### config.mk
export PLATFORM = sky130hd
export DESIGN_NAME = fpga_mini_project
export DESIGN_NICKNAME = d
export VERILOG_FILES = /design/src/rtl/fpga_mini_project.sv
export SDC_FILE = /design/constraint.sdc
export NUM_CORES = 1
export LEC_CHECK = 0
export CAP_MARGIN = 25
export CORE_AREA = 2 2 87 89
export DETAILED_ROUTE_END_ITERATION = 10
export DIE_AREA = 0 0 89 91
export PLACE_DENSITY = 0.69
export SYNTH_ARGS = -nofsm -noshare
export SYNTH_HDL_FRONTEND = slang
export SYNTH_SLANG_ARGS = --single-unit
### constraint.sdc
create_clock -name clock -period 5.5 [get_ports clock]
set_clock_uncertainty 0.1 [all_clocks]
set_input_delay 1.1 -clock clock [delete_from_list [all_inputs] [get_ports clock]]
set_output_delay 1.1 -clock clock [all_outputs]
set_load 0.02 [all_outputs]
### src/rtl/fpga_mini_project.sv
// DE1-SoC mini scope top: 640x480@60 VGA timing from the 50 MHz clock, colour bars / graticule / triangle trace.
// Optional feature macro BORDER_EN: white 1-pixel frame around the active area in every mode.
module fpga_mini_project #(
    parameter int H_ACTIVE = 640,
    parameter int H_FP     = 16,
    parameter int H_SYNC   = 96,
    parameter int H_BP     = 48,
    parameter int V_ACTIVE = 480,
    parameter int V_FP     = 10,
    parameter int V_SYNC   = 2,
    parameter int V_BP     = 33
) (
    input  logic       clock,
    input  logic       reset_n,
    input  logic       switch0,
    input  logic       switch1,
    output logic       vga_hsync,
    output logic       vga_vsync,
    output logic [7:0] R,
    output logic [7:0] G,
    output logic [7:0] B,
    output logic       VClock
);
    localparam logic [9:0] H_ACT  = 10'(H_ACTIVE);
    localparam logic [9:0] H_LAST = 10'(H_ACTIVE + H_FP + H_SYNC + H_BP - 1);
    localparam logic [9:0] HS_BEG = 10'(H_ACTIVE + H_FP);
    localparam logic [9:0] HS_END = 10'(H_ACTIVE + H_FP + H_SYNC - 1);
    localparam logic [9:0] V_ACT  = 10'(V_ACTIVE);
    localparam logic [9:0] V_LAST = 10'(V_ACTIVE + V_FP + V_SYNC + V_BP - 1);
    localparam logic [9:0] VS_BEG = 10'(V_ACTIVE + V_FP);
    localparam logic [9:0] VS_END = 10'(V_ACTIVE + V_FP + V_SYNC - 1);
    localparam logic [9:0] H_MID  = 10'(H_ACTIVE / 2);
    localparam logic [9:0] V_MID  = 10'(V_ACTIVE / 2);
    localparam logic [9:0] BAR_W  = 10'(H_ACTIVE / 8);
`ifdef BORDER_EN
    localparam logic BORDER = 1'b1;
`else
    localparam logic BORDER = 1'b0;
`endif

    logic [1:0]  sw_meta, sw_sync;
    logic [9:0]  h_count, v_count;
    logic [8:0]  phase;
    logic        h_wrap, v_wrap;
    logic        active, edge_px, grid, axis, trace;
    logic [8:0]  n;
    logic [7:0]  tri_val;
    logic [9:0]  trace_row;
    logic [2:0]  bar;
    logic [23:0] pix_p0;
    logic        hsync_p0, vsync_p0;

    assign h_wrap = (h_count == H_LAST);
    assign v_wrap = (v_count == V_LAST);

    // stage p0: decode colour and sync from the current counters
    always_comb begin
        n         = h_count[8:0] + phase;
        tri_val   = n[8] ? ~n[7:0] : n[7:0];
        trace_row = 10'd367 - {2'b00, tri_val};
        active    = (h_count < H_ACT) && (v_count < V_ACT);
        edge_px   = (h_count == 10'd0) || (h_count == H_ACT - 10'd1) ||
                    (v_count == 10'd0) || (v_count == V_ACT - 10'd1);
        grid      = (h_count[5:0] == 6'd0) || ((v_count % 10'd60) == 10'd0) ||
                    (h_count == H_ACT - 10'd1) || (v_count == V_ACT - 10'd1);
        axis      = (h_count == H_MID) || (v_count == V_MID);
        trace     = sw_sync[1] && (v_count == trace_row);
        bar       = 3'(h_count / BAR_W);
        hsync_p0  = !((h_count >= HS_BEG) && (h_count <= HS_END));
        vsync_p0  = !((v_count >= VS_BEG) && (v_count <= VS_END));
        pix_p0    = 24'h000000;
        if (!active) begin
            pix_p0 = 24'h000000;
        end else if (BORDER && edge_px) begin
            pix_p0 = 24'hFFFFFF;
        end else if (sw_sync == 2'b00) begin
            case (bar)
                3'd0:    pix_p0 = 24'hFFFFFF;
                3'd1:    pix_p0 = 24'hFFFF00;
                3'd2:    pix_p0 = 24'h00FFFF;
                3'd3:    pix_p0 = 24'h00FF00;
                3'd4:    pix_p0 = 24'hFF00FF;
                3'd5:    pix_p0 = 24'hFF0000;
                3'd6:    pix_p0 = 24'h0000FF;
                default: pix_p0 = 24'h000000;
            endcase
        end else if (trace) begin
            pix_p0 = 24'hFFFF00;
        end else if (axis) begin
            pix_p0 = 24'h00A000;
        end else if (grid) begin
            pix_p0 = 24'h004000;
        end
    end

    // stage p1: everything advances on the pixel tick (VClock high), except the divider and synchroniser
    always_ff @(posedge clock or negedge reset_n) begin
        if (!reset_n) begin
            VClock    <= 1'b0;
            sw_meta   <= 2'b00;
            sw_sync   <= 2'b00;
            h_count   <= 10'd0;
            v_count   <= 10'd0;
            phase     <= 9'd0;
            vga_hsync <= 1'b1;
            vga_vsync <= 1'b1;
            R         <= 8'd0;
            G         <= 8'd0;
            B         <= 8'd0;
        end else begin
            VClock  <= ~VClock;
            sw_meta <= {switch1, switch0};
            sw_sync <= sw_meta;
            if (VClock) begin
                h_count <= h_wrap ? 10'd0 : h_count + 10'd1;
                if (h_wrap) begin
                    v_count <= v_wrap ? 10'd0 : v_count + 10'd1;
                end
                if (h_wrap && v_wrap && (sw_sync == 2'b11)) begin
                    phase <= phase + 9'd1;
                end
                vga_hsync <= hsync_p0;
                vga_vsync <= vsync_p0;
                {R, G, B} <= pix_p0;
            end
        end
    end
endmodule

==> qor.csv, run 1 <==
metric,value,unit
status,"finished, final reports clean",
Layout fillers,696,
"Buf+Inv Stages, Crit Path",0,
Syn Area/Cell,8.61,um2
final hold vios,0,
Mapped Nets,425,
Seq cells post-synth,41,
initial antenna violation count,0,
register clock-pin slew on the reported worst setup and hold paths,80,ps
"area leader, netlist",dfrtp_1,
Initial Utilization,49.0,%
first-pass GRT wire length,13.5,mm
die height,91,um
Slew @ Worst Pin,715,ps
complex-gate fraction of the synthesized area,19.2,%
Leak Pwr,1.51,nW
CTS tree,done,
post-DP HPWL,5.87,mm
ys async rst share,100,%
Num CTS Buffers,5,
nets@finish,422,
DRT Pass-1 Iters,4,
Mapped Area,0.00350,mm2
worst path arrival time,4000,ps
DR WL/cell,15.6,um
Post-CTS Repair Setup Buffers,0,
Flop pwr share,51.9,%
Resized Gates After CTS,0,
switching pwr,0.000135,W
routed wire length,7.86,mm
Total GRT Usage,20.8,%
Post-route DRC,0,
die width,89,um
Yosys cell types,74,
Setup crit start kind,register,
post-route ant nets,0,
Ports,31,
H-tree depth,2,
clock share of power,41.1,%
final setup violation count,0,
number of synthesized flops with an enable pin,0,
CP Class,register to register,
XOR/XNOR Fraction of Synth Area,11.0,%
Layout area overhead,8.69,%
DRT iter0 DRCs,129,
top_reg_cell synth,dfrtp_1,
Max clock buf depth,2,
cell with the most instances after synthesis,dfrtp_1,
die area,0.00810,mm2
antenna diode count,0,
Commonest cells post-synth,"39 x dfrtp_1, 28 x nand2_1, 25 x o21ai_0",
critical path depth,14,
clock sink count,41,
Yosys Warn Count,0,
adder-cell share of the synthesized area,6.15,%
vias per inst,5.84,
min Tclk post-route,3890,ps
Worst Hold Class,register to register,
Min-Delay Path Depth,0,
post-synthesis mux area share,0.894,%
slowest cell on the critical path,dfrtp_1,
"critical path, cell by cell",ha_1 > or2_1 > a211oi_1 > a211oi_1 > nand3_1 > xnor2_1 > ha_1 > xor2_1 > nand3b_1 > nor3_1 > nand3_1 > nor3_1 > o2111ai_2 > o2111ai_2,
PwrDens,156,mW/mm2
Synth Instances,406,
core area,0.00714,mm2
via count,2940,
CP Max Fanout,22,
post-route setup TNS,0,ps
"delay-heaviest family, CP",simple AND/OR/NAND/NOR gates,
Combinational Power Share,7.0,%
Fmax,0.257,GHz
Rows,31,
GP Congestion,0.895,
CTS Root Cell,clkbuf_8,
worst skew pair latency,300,ps
fin area,0.00380,mm2
switch share,22.8,%
hold buffers post-CTS,0,
largest net degree at the start of global routing,42,
Max-Cap Viols,0,
Crit. End Element,register,
peak supply drop,0.0845,mV
relative slew slack,52.2,%
Placed Area,0.00367,mm2
RSZ-0062 raised after global routing,false,
largest family of logic cells by synthesized area,simple AND/OR/NAND/NOR gates,
cell internal pwr,0.000458,W
post-synthesis simple-gate area fraction,24.8,%
"top cells by area, synth","dfrtp_1 28%, xnor2_1 5.5%, ha_1 5.0%",
layout cells sized above 1,6.68,%
"slowest stage delay, CP",750,ps
PortBufs,30,
Final period util,70.7,%
grt ovf,0,
sequential-to-total area share from yosys stat,29.4,%
worst r2r path cells,14,
fin. max-slew vios,0,
top cell type's share of synthesized area,27.9,%
Worst Path Required,5610,ps
vias in the first global route,2802,
-- power groups by stage --
stage / Combinational [W] / Clock (W) / Sequential [W]
after global placement: 0.0000402 / 0 / 0.000314
after global routing: 0.0000446 / 0.000263 / 0.000309
after detailed placement: 0.0000405 / 0 / 0.000314
after CTS: 0.0000406 / 0.000250 / 0.000308
after floorplan: 0.0000230 / 0 / 0.000315
final: 0.0000415 / 0.000244 / 0.000308
-- final cells by class --
class	count	area (um2)	share of cell area [%]
clock inverter	2	35.0	0.922
timing repair buffer	31	315	8.29
sequential	41	1030	27.1
inverter	15	56.3	1.48
clock buffer	6	72.6	1.91
tap	99	124	3.26
multi-input combinational	309	2170	57.1
-- final timing paths --
kind / startpoint / endpoint / slack [ps]
max in group asynchronous: reset_n / vga_hsync / 4190
hold reg to reg: sw_meta[1] / sw_sync[1] / 260
setup / recovery: h_count[6] / G[6] / 1610
setup reg to reg: h_count[6] / G[6] / 1610
hold / removal: sw_meta[1] / sw_sync[1] / 260
min in group asynchronous: reset_n / phase[7] / 580
-- kinds of logic (layout without fill, tap and decap cells) --
family	Yosys count	count (layout)
adders and majority gates	17	17
DFF	41	41
AOI/OAI and AO/OA	92	92
xor gates and xnor gates	41	41
and+or+nand+nor	156	156
muxes	3	3
buffers and inverters	56	54
-- cells in the final DEF (no fill, tap or decap), types with 5 or more instances in the layout --
| cell type | instances |
|---|---|
| nand3_1 | 19 |
| nand4_1 | 14 |
| xor2_1 | 17 |
| a31oi_1 | 5 |
| nor2b_1 | 6 |
| xnor2_1 | 22 |
| inv_1 | 15 |
| ha_1 | 14 |
| nor3_1 | 16 |
| and3_1 | 7 |
| clkbuf_8 | 5 |
| o21ai_0 | 25 |
| clkdlybuf4s50_1 | 29 |
| nor2_1 | 23 |
| a21oi_1 | 11 |
| dfrtp_1 | 39 |
| nand2b_1 | 9 |
| o31ai_1 | 5 |
| nand2_1 | 28 |
-- sequential cells by signal, summed over array words and instances (netlist names) --
signal / flops
B: 1
G: 3
R: 1
VClock: 1
h_count: 10
phase: 9
sw_meta: 2
sw_sync: 2
v_count: 10
vga_hsync: 1
vga_vsync: 1
-- per-stage QoR --
stage                     power [W]  hold WS (ps)  util (%)  setup WS [ps]  instances
after floorplan            0.000338           231         -           2100        406
after CTS                  0.000599           261      53.0           1650        502
final                      0.000593           259      53.3           1610        503
after global placement     0.000354           233      51.5           1800        494
after detailed placement   0.000354           242      51.5           1690        494
after global routing       0.000616           281      53.3           1280        503
-- routing by layer --
metal | wire [um] | global-route usage [%]
met1 | 3730 | 29.1
met3 | 275 | 3.64
met5 | 0 | 0
met4 | 73 | 4.23
met2 | 3780 | 33.6
Power figures use the tool's default switching activity.
==> inputs of run 2 (changes only) <==
- PLACE_DENSITY: 0.69 -> 0.72
- clock period: 5.5 -> 3.27 ns (I/O delays scaled with it)
==> run 2 against run 1 <==
Against the previous run: the run now ends with negative setup slack left; first-iteration DRC count increased by 57%; routed wire length increased by 7.8%; die area unchanged; power increased by 57%; critical path depth decreased by 1; largest power group unchanged; highest routed layer unchanged.
==> qor.csv, run 2 (same netlist as run 1, synthesis figures left out) <==
metric,value,unit
RSZ-0062 raised after global routing,true,
Layout area overhead,19.3,%
peak supply drop,0.150,mV
final setup violation count,4,
Crit. End Element,register,
relative slew slack,52.5,%
RR Startpoint,h_count[1],
Post-route DRC,0,
Final Core Density,58.5,%
RR Endpoint,G[6],
Worst Hold Class,input pin to asynchronous set/reset pin,
min Tclk post-route,3420,ps
layout cells sized above 1,18.6,%
failing checks,negative setup slack,
Final Worst Setup Slack,-149,ps
worst path arrival time,3540,ps
PwrDens,223,mW/mm2
Max-Cap Viols,0,
top flop regs,"h_count x10, v_count x10, phase x9",
fin area,0.00417,mm2
r2r setup slk,-150,ps
antenna diode count,0,
DR WL/cell,15.7,um
CP Class,register to register,
Initial Utilization,49.0,%
initial antenna violation count,0,
Slew @ Worst Pin,705,ps
final hold vios,0,
routed wire length,8.48,mm
die area,0.00810,mm2
CP Max Fanout,5,
largest net degree at the start of global routing,42,
PortBufs,30,
die height,91,um
DRT Pass-1 Iters,4,
vias in the first global route,2836,
vias per inst,5.81,
"most used cell, CP",ha_1,
worst skew pair latency,300,ps
"commonest non-fill, non-tap cell in the layout",dfrtp_1,
clock sink count,41,
status,finished with violations,
Rows,31,
slowest cell on the critical path,dfrtp_1,
CTS Root Cell,clkbuf_8,
GP Congestion,0.856,
Max clock buf depth,2,
core area,0.00714,mm2
"slowest stage delay, CP",430,ps
Fmax,0.292,GHz
"critical path, cell by cell",ha_1 > a211oi_2 > o311ai_0 > nand4_1 > xnor2_2 > ha_1 > xor2_1 > nand3b_1 > nor3_2 > nand3_2 > nor3_4 > o2111ai_4 > o2111ai_2,
worst r2r path cells,13,
post-DP HPWL,6.23,mm
H-tree depth,2,
Total GRT Usage,21.5,%
Placed Area,0.00391,mm2
DRT iter0 DRCs,202,
Min Hold Slack,38.3,ps
most frequent cells in the layout,"39 x dfrtp_1, 37 x buf_4, 29 x clkdlybuf4s50_1, 28 x nand2_1, 24 x o21ai_0",
sequential standard cell area,0.00103,mm2
Layout fillers,639,
nets@finish,459,
register clock-pin slew on the reported worst setup and hold paths,90,ps
hold buffers post-CTS,0,
first-pass GRT wire length,14.1,mm
fin. max-slew vios,0,
Leak Pwr,1.70,nW
"Power, Total",0.000932,W
die width,89,um
Setup crit start kind,register,
CTS tree,done,
post-route ant nets,0,
Ports,31,
Final period util,105,%
via count,3135,
Num CTS Buffers,5,
post-route setup TNS,-535,ps
area of the multi-input gates,0.00228,mm2
grt ovf,0,
Worst Path Required,3390,ps
-- run 2: metal layers --
layer,share of wire (%),track usage (%)
met4,1.5,4.10
met1,47,31.3
met5,0,0
met2,48,34.0
met3,4.0,3.27
-- run 2: area by class of cell --
type | instances | share of cell area, %
multi-input cells | 309 | 54.7
flip-flops and latches | 41 | 24.7
repair buffers | 68 | 14.2
well taps | 99 | 2.97
clock buffers | 6 | 1.74
inverters | 15 | 1.35
clock inverters | 2 | 0.360
-- run 2: how the worst max path moves through the flow --
stage | startpoint | end
CTS | phase[0] | G[5]
global placement | h_count[0] | G[6]
detailed placement | h_count[0] | G[6]
floorplan | h_count[0] | G[6]
finish | h_count[1] | G[6]
global route | phase[0] | G[5]
-- run 2: metrics by stage --
step / std cells / worst slack (ps)
CTS: 536 / -10.9
finish: 540 / -149
global route: 540 / -286
global placement: 523 / 40.0
detailed placement: 523 / -137
floorplan: 406 / 44.7
-- run 2: report_power, final --
part / total [W] / internal (W) / switching [W]
clock: 0.000344 / 0.000151 / 0.000193
combinational: 0.0000704 / 0.0000318 / 0.0000386
sequential: 0.000518 / 0.000512 / 0.00000653
-- run 2: critical path, delay by kind of cell (launching register included) --
kind,cells,cell delay [ps]
flops,1,430
compound gates,4,880
xor+xnor,2,360
simple gates,5,950
fa+ha+maj,2,640
-- run 2: what timing repair did --
| action | 4_1_cts | 5_1_grt |
|---|---|---|
| pin swaps | 4 | 10 |
| setup endpoints to repair | 4 | 4 |
| gates resized for setup | 12 | 5 |
| setup buffers | 5 | 3 |
